===== src/rtl/matmul_pkg.sv =====
// Shared types and defaults for the tiled matmul sequencer and its bench.
package matmul_pkg;

  localparam int unsigned DIM_W_DEF = 8;
  localparam int unsigned AW_DEF    = 14;

  typedef enum logic [2:0] {
    ST_IDLE,
    ST_LOAD,
    ST_RUN,
    ST_DRAIN,
    ST_DONE
  } seq_state_e;

  function automatic int unsigned ceil_div(input int unsigned a, input int unsigned b);
    return (a + b - 1) / b;
  endfunction

endpackage


===== src/rtl/seq_delay_pipe.sv =====
// Fixed-depth shift register with async active-low reset; DEPTH must be >= 1.
module seq_delay_pipe #(
  parameter int unsigned DEPTH = 2,
  parameter int unsigned WIDTH = 1
) (
  input  logic             clk,
  input  logic             rst_n,
  input  logic [WIDTH-1:0] din,
  output logic [WIDTH-1:0] dout
);

  logic [WIDTH-1:0] stage_q [DEPTH];
  logic [WIDTH-1:0] stage_d [DEPTH];

  always_comb begin
    stage_d[0] = din;
    for (int unsigned i = 1; i < DEPTH; i++) begin
      stage_d[i] = stage_q[i-1];
    end
  end

  always_ff @(posedge clk or negedge rst_n) begin
    if (!rst_n) begin
      for (int unsigned i = 0; i < DEPTH; i++) begin
        stage_q[i] <= '0;
      end
    end else begin
      stage_q <= stage_d;
    end
  end

  assign dout = stage_q[DEPTH-1];

endmodule


===== src/rtl/matmul_tile_sequencer.sv =====
// Address/strobe sequencer for the multi-MAC tiled matrix multiplier.
// Optional perf_cycles/perf_stalls counters are built when MATMUL_SEQ_PERF_EN is defined.
module matmul_tile_sequencer
  import matmul_pkg::*;
#(
  parameter int unsigned BLOCK_SIZE = 2,
  parameter int unsigned NUM_CORES  = 2,
  parameter int unsigned DIM_W      = DIM_W_DEF,
  parameter int unsigned AW         = AW_DEF,
  parameter int unsigned RD_LAT     = 2,
  parameter int unsigned MAC_LAT    = 3
) (
  input  logic                    clk,
  input  logic                    rst_n,
  input  logic                    start,
  input  logic [DIM_W-1:0]        cfg_k,
  input  logic [DIM_W-1:0]        cfg_rows,
  input  logic [DIM_W-1:0]        cfg_cols,
  input  logic                    stall,
  output logic                    ready,
  output logic                    busy,
  output logic                    done,
  output logic                    cfg_err,
  output logic                    in_rd_en,
  output logic [AW-1:0]           in_addr,
  output logic [NUM_CORES-1:0]    wb_rd_en,
  output logic [NUM_CORES*AW-1:0] wb_addr,
  output logic [NUM_CORES-1:0]    mac_valid,
  output logic                    mac_first,
  output logic                    mac_last,
  output logic [NUM_CORES-1:0]    out_wr_en,
  output logic [NUM_CORES*AW-1:0] out_addr
`ifdef MATMUL_SEQ_PERF_EN
  ,
  output logic [31:0]             perf_cycles,
  output logic [31:0]             perf_stalls
`endif
);

  localparam int unsigned WR_LAT = RD_LAT + MAC_LAT;

  seq_state_e       state_q, state_d;
  logic [DIM_W-1:0] k_dim_q, k_dim_d, r_dim_q, r_dim_d, c_dim_q, c_dim_d;
  logic [DIM_W-1:0] r_q, r_d, c_q, c_d, k_q, k_d;
  // Running bases: in_base = r*K, wb_base = c*K, out_base = r*C.
  logic [AW-1:0]    in_base_q, in_base_d, wb_base_q, wb_base_d, out_base_q, out_base_d;
  logic [7:0]       drain_q, drain_d;
  logic             cfg_err_q, cfg_err_d, done_q, done_d;
`ifdef MATMUL_SEQ_PERF_EN
  logic [31:0]      perf_cycles_q, perf_cycles_d, perf_stalls_q, perf_stalls_d;
`endif

  logic                    issue, last_k, last_c, last_r, first_k;
  logic [NUM_CORES-1:0]    core_mask;
  logic [AW-1:0]           col_step, wb_off;
  logic [NUM_CORES*AW-1:0] out_addr_iss;
  logic [NUM_CORES+1:0]    mac_din, mac_dout;
  logic [NUM_CORES*(AW+1)-1:0] wr_din, wr_dout;

  assign ready = (state_q == ST_IDLE);
  assign busy  = (state_q == ST_LOAD) || (state_q == ST_RUN) || (state_q == ST_DRAIN);

  always_comb begin
    issue   = (state_q == ST_RUN) && !stall;
    first_k = (k_q == '0);
    last_k  = (k_q == k_dim_q - DIM_W'(1));
    last_r  = (r_q == r_dim_q - DIM_W'(1));
    last_c  = (32'(c_q) + NUM_CORES >= 32'(c_dim_q));
    col_step = '0;
    core_mask = '0;
    for (int unsigned j = 0; j < NUM_CORES; j++) begin
      col_step     = col_step + AW'(k_dim_q);
      core_mask[j] = (32'(c_q) + j < 32'(c_dim_q));
    end
    in_addr = in_base_q + AW'(k_q);
    wb_off  = wb_base_q + AW'(k_q);
    wb_addr = '0;
    out_addr_iss = '0;
    for (int unsigned j = 0; j < NUM_CORES; j++) begin
      wb_addr[j*AW +: AW]      = wb_off;
      wb_off                   = wb_off + AW'(k_dim_q);
      out_addr_iss[j*AW +: AW] = out_base_q + AW'(c_q) + AW'(j);
    end
  end

  assign in_rd_en = issue;
  assign wb_rd_en = issue ? core_mask : '0;

  always_comb begin
    state_d    = state_q;
    k_dim_d    = k_dim_q;
    r_dim_d    = r_dim_q;
    c_dim_d    = c_dim_q;
    r_d        = r_q;
    c_d        = c_q;
    k_d        = k_q;
    in_base_d  = in_base_q;
    wb_base_d  = wb_base_q;
    out_base_d = out_base_q;
    drain_d    = drain_q;
    cfg_err_d  = cfg_err_q;
    done_d     = (state_q == ST_DONE);
`ifdef MATMUL_SEQ_PERF_EN
    perf_cycles_d = busy ? perf_cycles_q + 32'd1 : perf_cycles_q;
    perf_stalls_d = ((state_q == ST_RUN) && stall) ? perf_stalls_q + 32'd1 : perf_stalls_q;
`endif
    case (state_q)
      ST_IDLE: begin
        if (start) begin
          k_dim_d   = cfg_k;
          r_dim_d   = cfg_rows;
          c_dim_d   = cfg_cols;
          cfg_err_d = 1'b0;
          state_d   = ST_LOAD;
`ifdef MATMUL_SEQ_PERF_EN
          perf_cycles_d = '0;
          perf_stalls_d = '0;
`endif
        end
      end
      ST_LOAD: begin
        r_d        = '0;
        c_d        = '0;
        k_d        = '0;
        in_base_d  = '0;
        wb_base_d  = '0;
        out_base_d = '0;
        if (k_dim_q == '0 || r_dim_q == '0 || c_dim_q == '0) begin
          cfg_err_d = 1'b1;
          state_d   = ST_DONE;
        end else begin
          state_d = ST_RUN;
        end
      end
      ST_RUN: begin
        if (issue) begin
          if (!last_k) begin
            k_d = k_q + DIM_W'(1);
          end else begin
            k_d = '0;
            if (!last_c) begin
              c_d       = c_q + DIM_W'(NUM_CORES);
              wb_base_d = wb_base_q + col_step;
            end else begin
              c_d       = '0;
              wb_base_d = '0;
              if (!last_r) begin
                r_d        = r_q + DIM_W'(1);
                in_base_d  = in_base_q + AW'(k_dim_q);
                out_base_d = out_base_q + AW'(c_dim_q);
              end else begin
                r_d        = '0;
                in_base_d  = '0;
                out_base_d = '0;
                drain_d    = 8'(WR_LAT - 1);
                state_d    = ST_DRAIN;
              end
            end
          end
        end
      end
      ST_DRAIN: begin
        if (drain_q == '0) begin
          state_d = ST_DONE;
        end else begin
          drain_d = drain_q - 8'd1;
        end
      end
      ST_DONE: state_d = ST_IDLE;
      default: state_d = ST_IDLE;
    endcase
  end

  always_ff @(posedge clk or negedge rst_n) begin
    if (!rst_n) begin
      state_q    <= ST_IDLE;
      k_dim_q    <= '0;
      r_dim_q    <= '0;
      c_dim_q    <= '0;
      r_q        <= '0;
      c_q        <= '0;
      k_q        <= '0;
      in_base_q  <= '0;
      wb_base_q  <= '0;
      out_base_q <= '0;
      drain_q    <= '0;
      cfg_err_q  <= 1'b0;
      done_q     <= 1'b0;
`ifdef MATMUL_SEQ_PERF_EN
      perf_cycles_q <= '0;
      perf_stalls_q <= '0;
`endif
    end else begin
      state_q    <= state_d;
      k_dim_q    <= k_dim_d;
      r_dim_q    <= r_dim_d;
      c_dim_q    <= c_dim_d;
      r_q        <= r_d;
      c_q        <= c_d;
      k_q        <= k_d;
      in_base_q  <= in_base_d;
      wb_base_q  <= wb_base_d;
      out_base_q <= out_base_d;
      drain_q    <= drain_d;
      cfg_err_q  <= cfg_err_d;
      done_q     <= done_d;
`ifdef MATMUL_SEQ_PERF_EN
      perf_cycles_q <= perf_cycles_d;
      perf_stalls_q <= perf_stalls_d;
`endif
    end
  end

  assign done    = done_q;
  assign cfg_err = cfg_err_q;
`ifdef MATMUL_SEQ_PERF_EN
  assign perf_cycles = perf_cycles_q;
  assign perf_stalls = perf_stalls_q;
`endif

  // Strobe pipes keep shifting during stall so reads already issued still land.
  assign mac_din = {(issue ? core_mask : '0), issue && first_k, issue && last_k};
  assign wr_din  = {((issue && last_k) ? core_mask : '0), out_addr_iss};

  seq_delay_pipe #(.DEPTH(RD_LAT), .WIDTH(NUM_CORES + 2)) u_mac_pipe (
    .clk  (clk),
    .rst_n(rst_n),
    .din  (mac_din),
    .dout (mac_dout)
  );

  seq_delay_pipe #(.DEPTH(WR_LAT), .WIDTH(NUM_CORES * (AW + 1))) u_wr_pipe (
    .clk  (clk),
    .rst_n(rst_n),
    .din  (wr_din),
    .dout (wr_dout)
  );

  assign {mac_valid, mac_first, mac_last} = mac_dout;
  assign {out_wr_en, out_addr}            = wr_dout;

  a_ready_busy_excl: assert property (@(posedge clk) disable iff (!rst_n)
    (BLOCK_SIZE > 0) && !(ready && busy));

endmodule


===== config.mk =====
export PLATFORM = sky130hd
export DESIGN_NAME = matmul_tile_sequencer
export DESIGN_NICKNAME = d
export VERILOG_FILES = /design/src/rtl/matmul_pkg.sv /design/src/rtl/seq_delay_pipe.sv /design/src/rtl/matmul_tile_sequencer.sv
export SDC_FILE = /design/constraint.sdc
export NUM_CORES = 1
export LEC_CHECK = 0
export BUFFER_PORTS_ARGS = -buffer_cell sky130_fd_sc_hd__buf_2
export CAP_MARGIN = 10
export CORE_MARGIN = 2
export CORE_UTILIZATION = 60
export DETAILED_ROUTE_END_ITERATION = 8
export PLACE_DENSITY = 0.78
export SETUP_SLACK_MARGIN = 0.05
export SLEW_MARGIN = 20
export SYNTH_ARGS = -nofsm -noshare
export SYNTH_HDL_FRONTEND = slang
export SYNTH_SLANG_ARGS = --single-unit

===== constraint.sdc =====
create_clock -name clk -period 3.8 [get_ports clk]
set_clock_uncertainty 0.2 [all_clocks]
set_input_delay 0.19 -clock clk [delete_from_list [all_inputs] [get_ports clk]]
set_output_delay 0.19 -clock clk [all_outputs]
set_load 0.005 [all_outputs]

==> results of run 1 <==
[stage by stage]
| step | utilization [%] | cells | total power, W |
|---|---|---|---|
| detailed placement | 65.6 | 1510 | 0.00462 |
| global placement | 65.6 | 1510 | 0.00456 |
| finish | 72.4 | 1600 | 0.00737 |
| CTS | 71.8 | 1593 | 0.00731 |
| floorplan | - | 1155 | 0.00410 |
| global route | 72.4 | 1600 | 0.00775 |
[Yosys cell counts, drive strengths merged, types with 3 or more instances]
library cell  count  share of area, %
a2111oi           3              0.51
a211o             4              0.28
a211oi           16              0.96
a21o             14              0.84
a21oi            50               2.0
a22o              4              0.28
a22oi             3              0.29
a31oi             9              0.45
and2              8              0.40
and3             16              0.80
and4              3              0.21
buf              19               1.0
clkbuf           23              0.69
dfrtp           259                52
fa                6              0.96
ha               86               8.6
inv              52               1.6
mux2             13               1.2
mux2i             4              0.32
nand2            87               2.7
nand2b           10              0.50
nand3            43               1.8
nand3b            5              0.30
nand4            14              0.70
nor2             74               2.3
nor2b             7              0.35
nor3             32               1.4
nor4              6              0.30
o211ai            3              0.18
o21a             15              0.90
o21ai            82               3.3
o21ba             3              0.24
o21bai            8              0.48
o22ai            10              0.50
o31ai            24               1.4
o41ai             6              0.42
or2               5              0.25
or3               6              0.30
or4              10              0.63
xnor2            52               3.6
xor2             42               2.9
[path summary, 6_finish.rpt]
path / start / to / slack [ns] / cells past startpoint
setup / recovery: k_q[1]$_DFFE_PN0P_ / wb_addr[23] / 0.27 / 12
hold / removal: rst_n / u_wr_pipe.dout[15]$_DFF_PN0_ / 0.13 / 2
setup reg to reg: c_q[1]$_DFFE_PN0P_ / r_q[6]$_DFFE_PN0P_ / 0.33 / 12
hold reg to reg: u_wr_pipe.stage_d[97]$_DFF_PN0_ / u_wr_pipe.stage_d[67]$_DFF_PN0_ / 0.14 / 0
max in group asynchronous: rst_n / drain_q[0]$_DFFE_PN0P_ / 2.33 / 3
min in group clk: u_wr_pipe.stage_d[97]$_DFF_PN0_ / u_wr_pipe.stage_d[67]$_DFF_PN0_ / 0.14 / 0
[critical path: cells and delay by family, from the launching register on]
kind	cells	cell delay, ns
DFF	1	0.45
adders and majority gates	2	0.57
xor gates and xnor gates	1	0.16
buffers and inverters	1	0.15
AOI/OAI and AO/OA	7	0.98
and+or+nand+nor	1	0.31
[placed cells by master (no fill, tap or decap), drive strengths merged, types with 15 or more instances in the layout]
cell,n
buf,134
dlygate4sd3,33
nor2,74
xor2,42
clkbuf,39
o31ai,24
a211oi,16
ha,86
dfrtp,259
o21ai,82
a21oi,50
xnor2,52
inv,53
o21a,15
nand2,87
and3,16
nor3,32
nand3,43
[metal layers]
metal	up-vias	global-route usage (%)	share of wire, %
li1	4395	-	-
met1	4490	33.1	42
met2	277	43.1	49
met3	70	3.01	4.9
met4	0	8.90	3.2
met5	-	0	0
[registers in the layout (all words and copies together) (netlist names)]
name                count
cfg_err                 1
r_q                     8
c_q                     7
c_dim_q                 8
in_base_q              14
done                    1
drain_q                 8
u_wr_pipe.stage_d     120
wb_base_q              13
u_mac_pipe.dout         4
k_q                     8
u_mac_pipe.stage_d      4
u_wr_pipe.dout         30
state_q                 3
r_dim_q                 8
out_base_q             14
k_dim_q                 8
[what timing repair did]
item                       in CTS  in global routing
hold buffers                   33                  0
cloned                          0                  0
hold endpoints to repair      155                  0
setup endpoints to repair       4                  8
pin swaps                       0                  2
resized for setup               2                 12
setup buffers                   0                  7
[area by class of cell]
type / count / area [um2] / area share (%)
clock buffers: 39 / 791 / 5.36
clock inverters: 11 / 125 / 0.849
inverters: 52 / 195 / 1.32
multi-input cells: 802 / 5700 / 38.6
flip-flops and latches: 259 / 6490 / 44.0
well taps: 270 / 338 / 2.29
repair buffers: 167 / 1110 / 7.52
[cells by family (layout without fill, tap and decap cells)]
family,Yosys count,after routing
flip-flops,259,259
AO/OA/AOI/OAI,267,267
XOR/XNOR,94,94
AND/OR/NAND/NOR,331,331
buffers and inverters,94,269
multiplexers,17,17
other,1,1
adder cells (fa/ha/maj),92,92
[power by group]
part | switching, W | leakage [nW] | total [W] | internal (W)
clock | 0.00106 | 0.446 | 0.00265 | 0.00159
sequential | 0.000190 | 3.42 | 0.00320 | 0.00301
combinational | 0.000792 | 3.51 | 0.00152 | 0.000726
total | 0.00205 | 7.38 | 0.00737 | 0.00532
==> metrics.txt, run 1 <==
post-route ant nets=0; Worst Setup Start Kind=flip-flop; fraction of layout instances using a drive strength above 1=about 17%; setup-violating endpoint count in the final report=0; time the worst path needs with I/O delays and setup=between 3 and 4 ns; crit-path max FO=6; Post-Place Worst Slack=around 0.44 ns; Unique masters post-synth=70; half-perimeter wire length after placement=~18000 um; first-pass GRT wire length=about 45000 um; Power Density=500 nW/um2; syn nets=1275; crit path cell chain=ha_1 -> a211oi_2 -> o21bai_1 -> a21oi_1 -> xnor2_1 -> ha_1 -> or3_1 -> o21ai_0 -> a21oi_2 -> a21oi_1 -> a21oi_1 -> buf_2; leakage component of the power=about 7.4 nW; area delta synth->final=17.9%; highest ir drop seen on vdd=between 0.6 and 0.7 mV; Ant. Diodes=0; GPL Wtd Cong=between 0.9 and 1; clock buffer count from CTS=27; slew margin rel.=38.1%; effective utilization at floorplan=around 61%; final hold violation count=0; setup repair after global routing missed its margin=true; async set-or-reset flop fraction in the synthesized netlist=100%; CTS clk-pin slew, worst paths=0.06 ns; Die Y=~150 um; synthesized flop and latch total=approximately 260; cell with the most instances on the worst path=sky130_fd_sc_hd__a21oi_1; netlist area before placement=between 10000 and 15000 um2; endpoint arrival time on the critical path=about 3.1 ns; commonest register cell after synthesis=sky130_fd_sc_hd__dfrtp_1; placement row count=52; drt first pass iters=5; fraction of the mapped netlist area in compound gates=between 10% and 20%; final number of max-transition violations=0; count of yosys warnings during synthesis=0; aggregate global routing overflow=0; fraction of synthesized cell area in xor and xnor cells=under 10%; wire length per cell after detailed routing=about 17 um; synthesized instance count=approximately 1200; mean area per synthesized cell=roughly 11 um2; delay contributed by the slowest stage of the critical path=about 0.45 ns; clock latency reported for the late side of the worst-skew pair=around 0.53 ns; Vias per Instance=a little under 6; placed instance area=roughly 13000 um2; CTS Sinks=approximately 260; number of antenna violations at the first check in global routing=0; clock tree from TritonCTS=built; number of buffers on the longest clock path=3; global-route total usage across every layer=~25%; worst path setup slack after routing=about 0.27 ns; setup TNS=0 ns; residual DRC count=0; sequential area share after synthesis=around 52%; Worst setup EP type=primary output; maximum frequency from static timing analysis=283 MHz; Setup Crit Path Kind=reg2out; number of violations of the max-capacitance limit=0; PortBufs=between 100 and 150; vias in the first global route=9153; pin count of the biggest net entering global routing=130; buffer type at the clock tree root=sky130_fd_sc_hd__clkbuf_16; post-route cell area=approximately 15000 um2; Chip Width=between 100 and 150 um; status=completed; Required @ worst endpoint=roughly 3.4 ns; number of flops mapped to enable cells by yosys=0; Final Hold Slack=between 0.1 and 0.15 ns; area share of and/or/nand/nor cells after synthesis=a little over an eighth; io pins=about 110; drt initial violations=378; measured slew at the worst slew-check pin=0.928 ns; slowest stage cell on the critical path=sky130_fd_sc_hd__dfrtp_2; share of synthesized cell area in full adder, half adder and majority cells=9.57%; total wire length after detailed routing=approximately 27000 um; fraction of synthesized area in multiplexers=1.49%; dominant combinational cell family by area after synthesis=compound AO/OA/AOI/OAI gates; area of the die=22000 um2; number of nets in the final layout=1429; path type of the worst min-delay path=in2async; core outline area=20400 um2; H-tree level count=1; count of filler cells inserted in the layout=1384; period utilization=92.9%; number of vias in the routed layout=9232
(Power assumes the default switching activity.)
==> run 2: changes to the inputs <==
--- a/config.mk
+++ b/config.mk
@@ -6,9 +6,9 @@
 export NUM_CORES = 1
 export LEC_CHECK = 0
 export BUFFER_PORTS_ARGS = -buffer_cell sky130_fd_sc_hd__buf_2
-export CAP_MARGIN = 10
 export CORE_MARGIN = 2
 export CORE_UTILIZATION = 60
+export CTS_BUF_LIST = sky130_fd_sc_hd__clkbuf_2 sky130_fd_sc_hd__clkbuf_4 sky130_fd_sc_hd__clkbuf_8
 export DETAILED_ROUTE_END_ITERATION = 8
 export PLACE_DENSITY = 0.78
 export SETUP_SLACK_MARGIN = 0.05
==> run 2 against run 1 <==
  * Routed wire length down 0.61%
  * Worst hold slack improved by 0.010 ns
  * Clock power is 2% higher
  * Register-to-register slack better by 0.04 ns
  * Critical path depth did not move
==> metrics.txt, run 2 (synthesis gave the netlist of run 1 again) <==
final number of max-transition violations=0; PortBufs=between 100 and 150; fin cells=about 1600; final hold violation count=0; max FFs per register=120; most common library cell in the layout ignoring fill and taps=sky130_fd_sc_hd__dfrtp_1; drt first pass iters=5; io pins=around 110; clock buffer count from CTS=between 40 and 50; crit-path max FO=6; worst path setup slack after routing=0.244 ns; drt initial violations=510; number of antenna violations at the first check in global routing=0; setup-violating endpoint count in the final report=0; wire length per cell after detailed routing=16.6 um; slew margin rel.=39.7%; highest-count cells in the layout ignoring fill and taps=sky130_fd_sc_hd__dfrtp_1, sky130_fd_sc_hd__buf_2, sky130_fd_sc_hd__nand2_1; aggregate global routing overflow=0; post-route ant nets=0; met1 usage=32.9%; CTS Sinks=approximately 260; Vias per Instance=between 5 and 6; vias in the first global route=9175; half-perimeter wire length after placement=around 18000 um; effective utilization at floorplan=between 60% and 70%; Die Y=~150 um; Critical Path Sink=wb_addr[23]; total wire length after detailed routing=around 27000 um; number of nets in the final layout=approximately 1400; Required @ worst endpoint=~3.4 ns; Chip Width=approximately 150 um; status=completed; Worst Setup SP=k_q[1]$_DFFE_PN0P_; endpoint arrival time on the critical path=about 3.2 ns; clock tree from TritonCTS=built; setup repair after global routing missed its margin=true; Final Hold Slack=0.141 ns; area of the die=roughly 22000 um2; core outline area=between 20000 and 25000 um2; path type of the worst min-delay path=reg2reg; residual DRC count=0; highest ir drop seen on vdd=about 0.7 mV; Worst setup EP type=primary output; Reg-to-Reg Start=k_dim_q[0]$_DFFE_PN0P_; first-pass GRT wire length=~45000 um; Placed Instances=about 1500; maximum frequency from static timing analysis=about 280 MHz; Worst Setup Start Kind=flip-flop; pin count of the biggest net entering global routing=between 100 and 150; Power Density=roughly 500 nW/um2; H-tree level count=2; endpoint of the most critical register-to-register path=wb_base_q[12]$_DFFE_PN0P_; global-route total usage across every layer=25.2%; number of vias in the routed layout=roughly 9300; period utilization=93.6%; CTS clk-pin slew, worst paths=about 0.070 ns; most used routing layer in global routing=met2; measured slew at the worst slew-check pin=0.905 ns; GPL Wtd Cong=between 0.9 and 1; leakage component of the power=between 7 and 8 nW; Reg2Reg Depth=9; clock latency reported for the late side of the worst-skew pair=between 0.5 and 0.6 ns; met3 track demand over resource in global routing=between 4 and 5%; origin of the worst min-delay path=u_wr_pipe.stage_d[17]$_DFF_PN0_; Ant. Diodes=0; time the worst path needs with I/O delays and setup=3.56 ns; Setup Crit Path Kind=reg2out; Post-Place Worst Slack=about 0.44 ns; buffer type at the clock tree root=sky130_fd_sc_hd__clkbuf_8; fraction of layout instances using a drive strength above 1=19.2%; number of buffers on the longest clock path=3; number of violations of the max-capacitance limit=0; met2 usage in global routing=between 40 and 50%; area delta synth->final=18.6%; slack of the worst reg-to-reg path=around 0.37 ns; setup TNS=0 ns; placement row count=52
==> run 2: changes by cell type in the layout (fill, tap and decap cells not counted), sizes merged <==
cell and change:
clkbuf +26, inv +1, bufinv +1, clkinvlp -1, buf +2
==> run 2: worst min path at each step <==
stage	to	slack, ns	cells past startpoint
global route	u_mac_pipe.dout[2]$_DFF_PN0_	0.14	0
finish	u_wr_pipe.dout[17]$_DFF_PN0_	0.14	0
CTS	u_wr_pipe.stage_d[88]$_DFF_PN0_	0.14	0
floorplan	c_dim_q[0]$_DFFE_PN0P_	-0.31	0
detailed placement	u_wr_pipe.dout[17]$_DFF_PN0_	0.13	0
global placement	u_wr_pipe.dout[14]$_DFF_PN0_	0.13	0
==> run 2: where the power goes <==
| group | total (W) | leakage, nW | switching, W | internal [W] |
|---|---|---|---|---|
| Sequential | 0.00320 | 3.42 | 0.000187 | 0.00301 |
| Combinational | 0.00153 | 3.52 | 0.000797 | 0.000730 |
| Clock | 0.00270 | 0.517 | 0.00109 | 0.00161 |
==> run 2: worst max-delay path, cell delays in order, from the launching register on <==
cell,delay (ns)
sky130_fd_sc_hd__dfrtp_2,0.45
sky130_fd_sc_hd__ha_1,0.26
sky130_fd_sc_hd__a211oi_2,0.27
sky130_fd_sc_hd__o21bai_1,0.13
sky130_fd_sc_hd__a21oi_1,0.18
sky130_fd_sc_hd__xnor2_1,0.17
sky130_fd_sc_hd__ha_1,0.31
sky130_fd_sc_hd__or3_1,0.31
sky130_fd_sc_hd__o21ai_0,0.10
sky130_fd_sc_hd__a21oi_2,0.08
sky130_fd_sc_hd__a21oi_1,0.17
sky130_fd_sc_hd__a21oi_1,0.05
sky130_fd_sc_hd__buf_2,0.15
==> run 2: cell type report <==
cell class	count	area [um2]
Fill cell	1352	5540
Clock buffer	65	832
Timing Repair Buffer	169	1120
Inverter	52	195
Multi-Input combinational cell	802	5700
Sequential cell	259	6490
Tap cell	270	338
Clock inverter	12	145
==> run 2: layer usage <==
layer / up-vias / wire length (um)
met1: 4510 / 11400
met4: 0 / 708
met3: 60 / 1550
met2: 312 / 13300
li1: 4441 / -
met5: - / 0
==> run 2: metrics by stage <==
stage	area (um2)	power, W	utilization, %
6_report	14800	0.00743	72.8
2_1_floorplan	12500	0.00410	-
3_5_place_dp	13400	0.00462	65.6
3_3_place_gp	13400	0.00456	65.6
5_1_grt	14800	0.00784	72.8
4_1_cts	14700	0.00739	72.1
==> run 2: what timing repair did <==
item | 4_1_cts | 5_1_grt
hold buffers | 33 | 0
hold endpoints to repair | 155 | 0
gates resized for setup | 4 | 13
pin swaps | 0 | 3
setup endpoints to repair | 5 | 9
buffers inserted | 0 | 9
==> run 3: changes to the inputs <==
--- a/config.mk
+++ b/config.mk
@@ -5,12 +5,13 @@
 export SDC_FILE = /design/constraint.sdc
 export NUM_CORES = 1
 export LEC_CHECK = 0
+export ABC_AREA = 1
 export BUFFER_PORTS_ARGS = -buffer_cell sky130_fd_sc_hd__buf_2
 export CORE_MARGIN = 2
 export CORE_UTILIZATION = 60
 export CTS_BUF_LIST = sky130_fd_sc_hd__clkbuf_2 sky130_fd_sc_hd__clkbuf_4 sky130_fd_sc_hd__clkbuf_8
 export DETAILED_ROUTE_END_ITERATION = 8
-export PLACE_DENSITY = 0.78
+export PLACE_DENSITY = 0.8
 export SETUP_SLACK_MARGIN = 0.05
 export SLEW_MARGIN = 20
 export SYNTH_ARGS = -nofsm -noshare
==> run 3 against run 2 <==
  * Critical path depth rose by 2
  * Via count is 14% higher
  * Cell area is 4.8% higher
  * Maximum frequency down 3.2%
  * Critical endpoint is now wb_addr[25]
  * Largest power group unchanged
==> metrics.txt, run 3 <==
H-tree level count=2; Post-Place Worst Slack=0.565 ns; vias in the first global route=around 10000; Power Density=roughly 400 nW/um2; Setup Crit Path Kind=reg2out; CTS Sinks=~260; Ant. Diodes=0; total area of multi-input combinational cells=around 6200 um2; core outline area=roughly 22000 um2; most common cell in the netlist=sky130_fd_sc_hd__nand2_1; number of flops mapped to enable cells by yosys=0; Unique masters post-synth=between 40 and 50; Final Hold Slack=roughly 0.12 ns; Die Y=around 150 um; commonest register cell after synthesis=sky130_fd_sc_hd__dfrtp_1; fraction of synthesized cell area in xor and xnor cells=roughly 6.2%; sequential area share after synthesis=slightly below 50%; CTS clk-pin slew, worst paths=0.06 ns; aggregate global routing overflow=0; area share of and/or/nand/nor cells after synthesis=a little under a quarter; number of buffers on the longest clock path=3; Vias per Instance=around 5.3; setup-violating endpoint count in the final report=0; Worst Setup Start Kind=flip-flop; number of vias in the routed layout=around 11000; number of violations of the max-capacitance limit=0; Reg2Reg Depth=15; PortBufs=110; placement row count=54; Chip Width=between 150 and 200 um; register area=about 6500 um2; maximum frequency from static timing analysis=272 MHz; proportion of power drawn by the clock network=40.8%; dominant cell type by area after synthesis=sky130_fd_sc_hd__dfrtp_1; synthesized instance count=roughly 1500; leakage component of the power=~8.5 nW; half-perimeter wire length after placement=21500 um; effective utilization at floorplan=about three fifths; crit-path max FO=4; switching power=between 0.0015 and 0.002 W; number of antenna violations at the first check in global routing=0; fraction of synthesized area in multiplexers=0%; clock buffer count from CTS=42; clock tree from TritonCTS=built; met1 usage=between 30% and 40%; synth top area cells=sky130_fd_sc_hd__dfrtp_1, sky130_fd_sc_hd__nand2_1, sky130_fd_sc_hd__ha_1, sky130_fd_sc_hd__xor2_1, sky130_fd_sc_hd__inv_1; netlist area before placement=13400 um2; worst path setup slack after routing=0.125 ns; Placed Instances=between 1500 and 2000; highest-count cells in the layout ignoring fill and taps=sky130_fd_sc_hd__nand2_1, sky130_fd_sc_hd__dfrtp_1, sky130_fd_sc_hd__inv_1; residual DRC count=0; GPL Wtd Cong=between 0.9 and 1; pin count of the biggest net entering global routing=124; io pins=111; period utilization=between 90% and 100%; fraction of layout instances using a drive strength above 1=between 10% and 20%; endpoint arrival time on the critical path=roughly 3.3 ns; count of filler cells inserted in the layout=1643; portion of synthesized cell area occupied by the leading cell type=about 48%; clock latency reported for the late side of the worst-skew pair=0.55 ns; global-route total usage across every layer=between 20% and 30%; status=completed; drt first pass iters=5; area of the die=between 20000 and 25000 um2; met3 track demand over resource in global routing=under 10%; fin cells=just over 2000; synthesized flop and latch total=around 260; measured slew at the worst slew-check pin=around 0.95 ns; slew margin rel.=between 30% and 40%; drt initial violations=approximately 640; Required @ worst endpoint=around 3.4 ns; wire length per cell after detailed routing=14.9 um; part of the total power dissipated in sequential elements=around 46%; syn nets=1658; share of synthesized cell area in full adder, half adder and majority cells=roughly 8.9%; area delta synth->final=16.0%; leading cell types by count after synthesis=sky130_fd_sc_hd__nand2_1, sky130_fd_sc_hd__dfrtp_1, sky130_fd_sc_hd__inv_1; highest ir drop seen on vdd=between 0.2 and 0.3 mV; total wire length after detailed routing=between 30000 and 40000 um; post-route ant nets=0; fraction of the mapped netlist area in compound gates=around 7%; path type of the worst min-delay path=in2async; max FFs per register=120; Final Util=between 70% and 80%; buffer type at the clock tree root=sky130_fd_sc_hd__clkbuf_8; met2 usage in global routing=a little over two fifths; Net Sw Frac=25.9%; first-pass GRT wire length=between 50000 and 60000 um; most common library cell in the layout ignoring fill and taps=sky130_fd_sc_hd__nand2_1; number of nets in the final layout=between 1500 and 2000; time the worst path needs with I/O delays and setup=~3.7 ns; cell-internal power=around 0.0045 W; final number of max-transition violations=0; async set-or-reset flop fraction in the synthesized netlist=100%; dominant combinational cell family by area after synthesis=simple AND/OR/NAND/NOR gates; Gate power share=12.9%; Worst setup EP type=primary output; mean area per synthesized cell=8.71 um2; count of yosys warnings during synthesis=0; most used routing layer in global routing=met2; final hold violation count=0
[run 3: routing by layer]
metal | routed length [um] | part of all wire [%] | vias up
li1 | - | - | 5306
met1 | 13300 | 44 | 4981
met2 | 14200 | 47 | 330
met3 | 1910 | 6.4 | 53
met4 | 626 | 2.1 | 0
met5 | 0 | 0 | -
[run 3: cell type report]
cell class | instances | share of cell area, %
sequential | 259 | 41.8
multi-input combinational | 1081 | 39.9
timing repair buffer | 152 | 6.33
clock buffer | 63 | 5.06
inverter | 168 | 4.06
tap | 280 | 2.26
clock inverter | 10 | 0.669
[run 3: power groups by stage]
stage | Combinational [W] | Sequential [W] | Clock, W
after floorplan | 0.000419 | 0.00288 | 0
after global placement | 0.000675 | 0.00289 | 0
after detailed placement | 0.000695 | 0.00289 | 0
after CTS | 0.000725 | 0.00284 | 0.00257
after global routing | 0.000883 | 0.00285 | 0.00269
final | 0.000791 | 0.00284 | 0.00251
[run 3: per-stage QoR]
| step | setup TNS, ns | area [um2] | total power [W] |
|---|---|---|---|
| floorplan | 0 | 13400 | 0.00330 |
| finish | 0 | 15500 | 0.00614 |
| CTS | 0 | 15400 | 0.00613 |
| global placement | 0 | 14200 | 0.00356 |
| detailed placement | 0 | 14200 | 0.00358 |
| global route | -0.0136 | 15500 | 0.00642 |
[run 3: final timing paths]
path | start | endpoint | slack, ns
max | k_q[3]$_DFFE_PN0P_ | wb_addr[25] | 0.13
min | rst_n | drain_q[3]$_DFFE_PN0P_ | 0.12
max reg2reg | c_q[1]$_DFFE_PN0P_ | in_base_q[10]$_DFFE_PN0P_ | 0.61
min reg2reg | u_wr_pipe.stage_d[11]$_DFF_PN0_ | u_wr_pipe.dout[11]$_DFF_PN0_ | 0.14
max in group asynchronous | rst_n | u_wr_pipe.stage_d[55]$_DFF_PN0_ | 2.40
min in group clk | u_wr_pipe.stage_d[11]$_DFF_PN0_ | u_wr_pipe.dout[11]$_DFF_PN0_ | 0.14
[run 3: worst max-delay path, stage by stage (launching register included)]
cell and delay, ns:
sky130_fd_sc_hd__dfrtp_2 0.43, sky130_fd_sc_hd__ha_4 0.26, sky130_fd_sc_hd__a21oi_1 0.15, sky130_fd_sc_hd__nand2_2 0.10
sky130_fd_sc_hd__a31oi_1 0.22, sky130_fd_sc_hd__xnor2_1 0.13, sky130_fd_sc_hd__ha_1 0.37, sky130_fd_sc_hd__a21oi_1 0.21
sky130_fd_sc_hd__o21a_1 0.17, sky130_fd_sc_hd__nand2_2 0.08, sky130_fd_sc_hd__a21o_1 0.20, sky130_fd_sc_hd__nand2_2 0.10
sky130_fd_sc_hd__nor2_4 0.06, sky130_fd_sc_hd__xor2_1 0.13, sky130_fd_sc_hd__buf_2 0.13
[run 3: cells by family after synthesis]
group | count (synthesis)
and+or+nand+nor | 719
DFF | 259
buffers and inverters | 198
AOI/OAI and AO/OA | 177
xor gates and xnor gates | 92
adders and majority gates | 92
other | 1
[run 3: what timing repair did]
| item | 4_1_cts | 5_1_grt |
|---|---|---|
| gates cloned | 0 | 0 |
| endpoints found under the setup margin | 3 | 7 |
| endpoints found under the hold margin | 150 | 0 |
| hold buffers | 28 | 0 |
| gates resized for setup | 3 | 19 |
| pin swaps | 1 | 6 |
| buffers inserted | 0 | 5 |
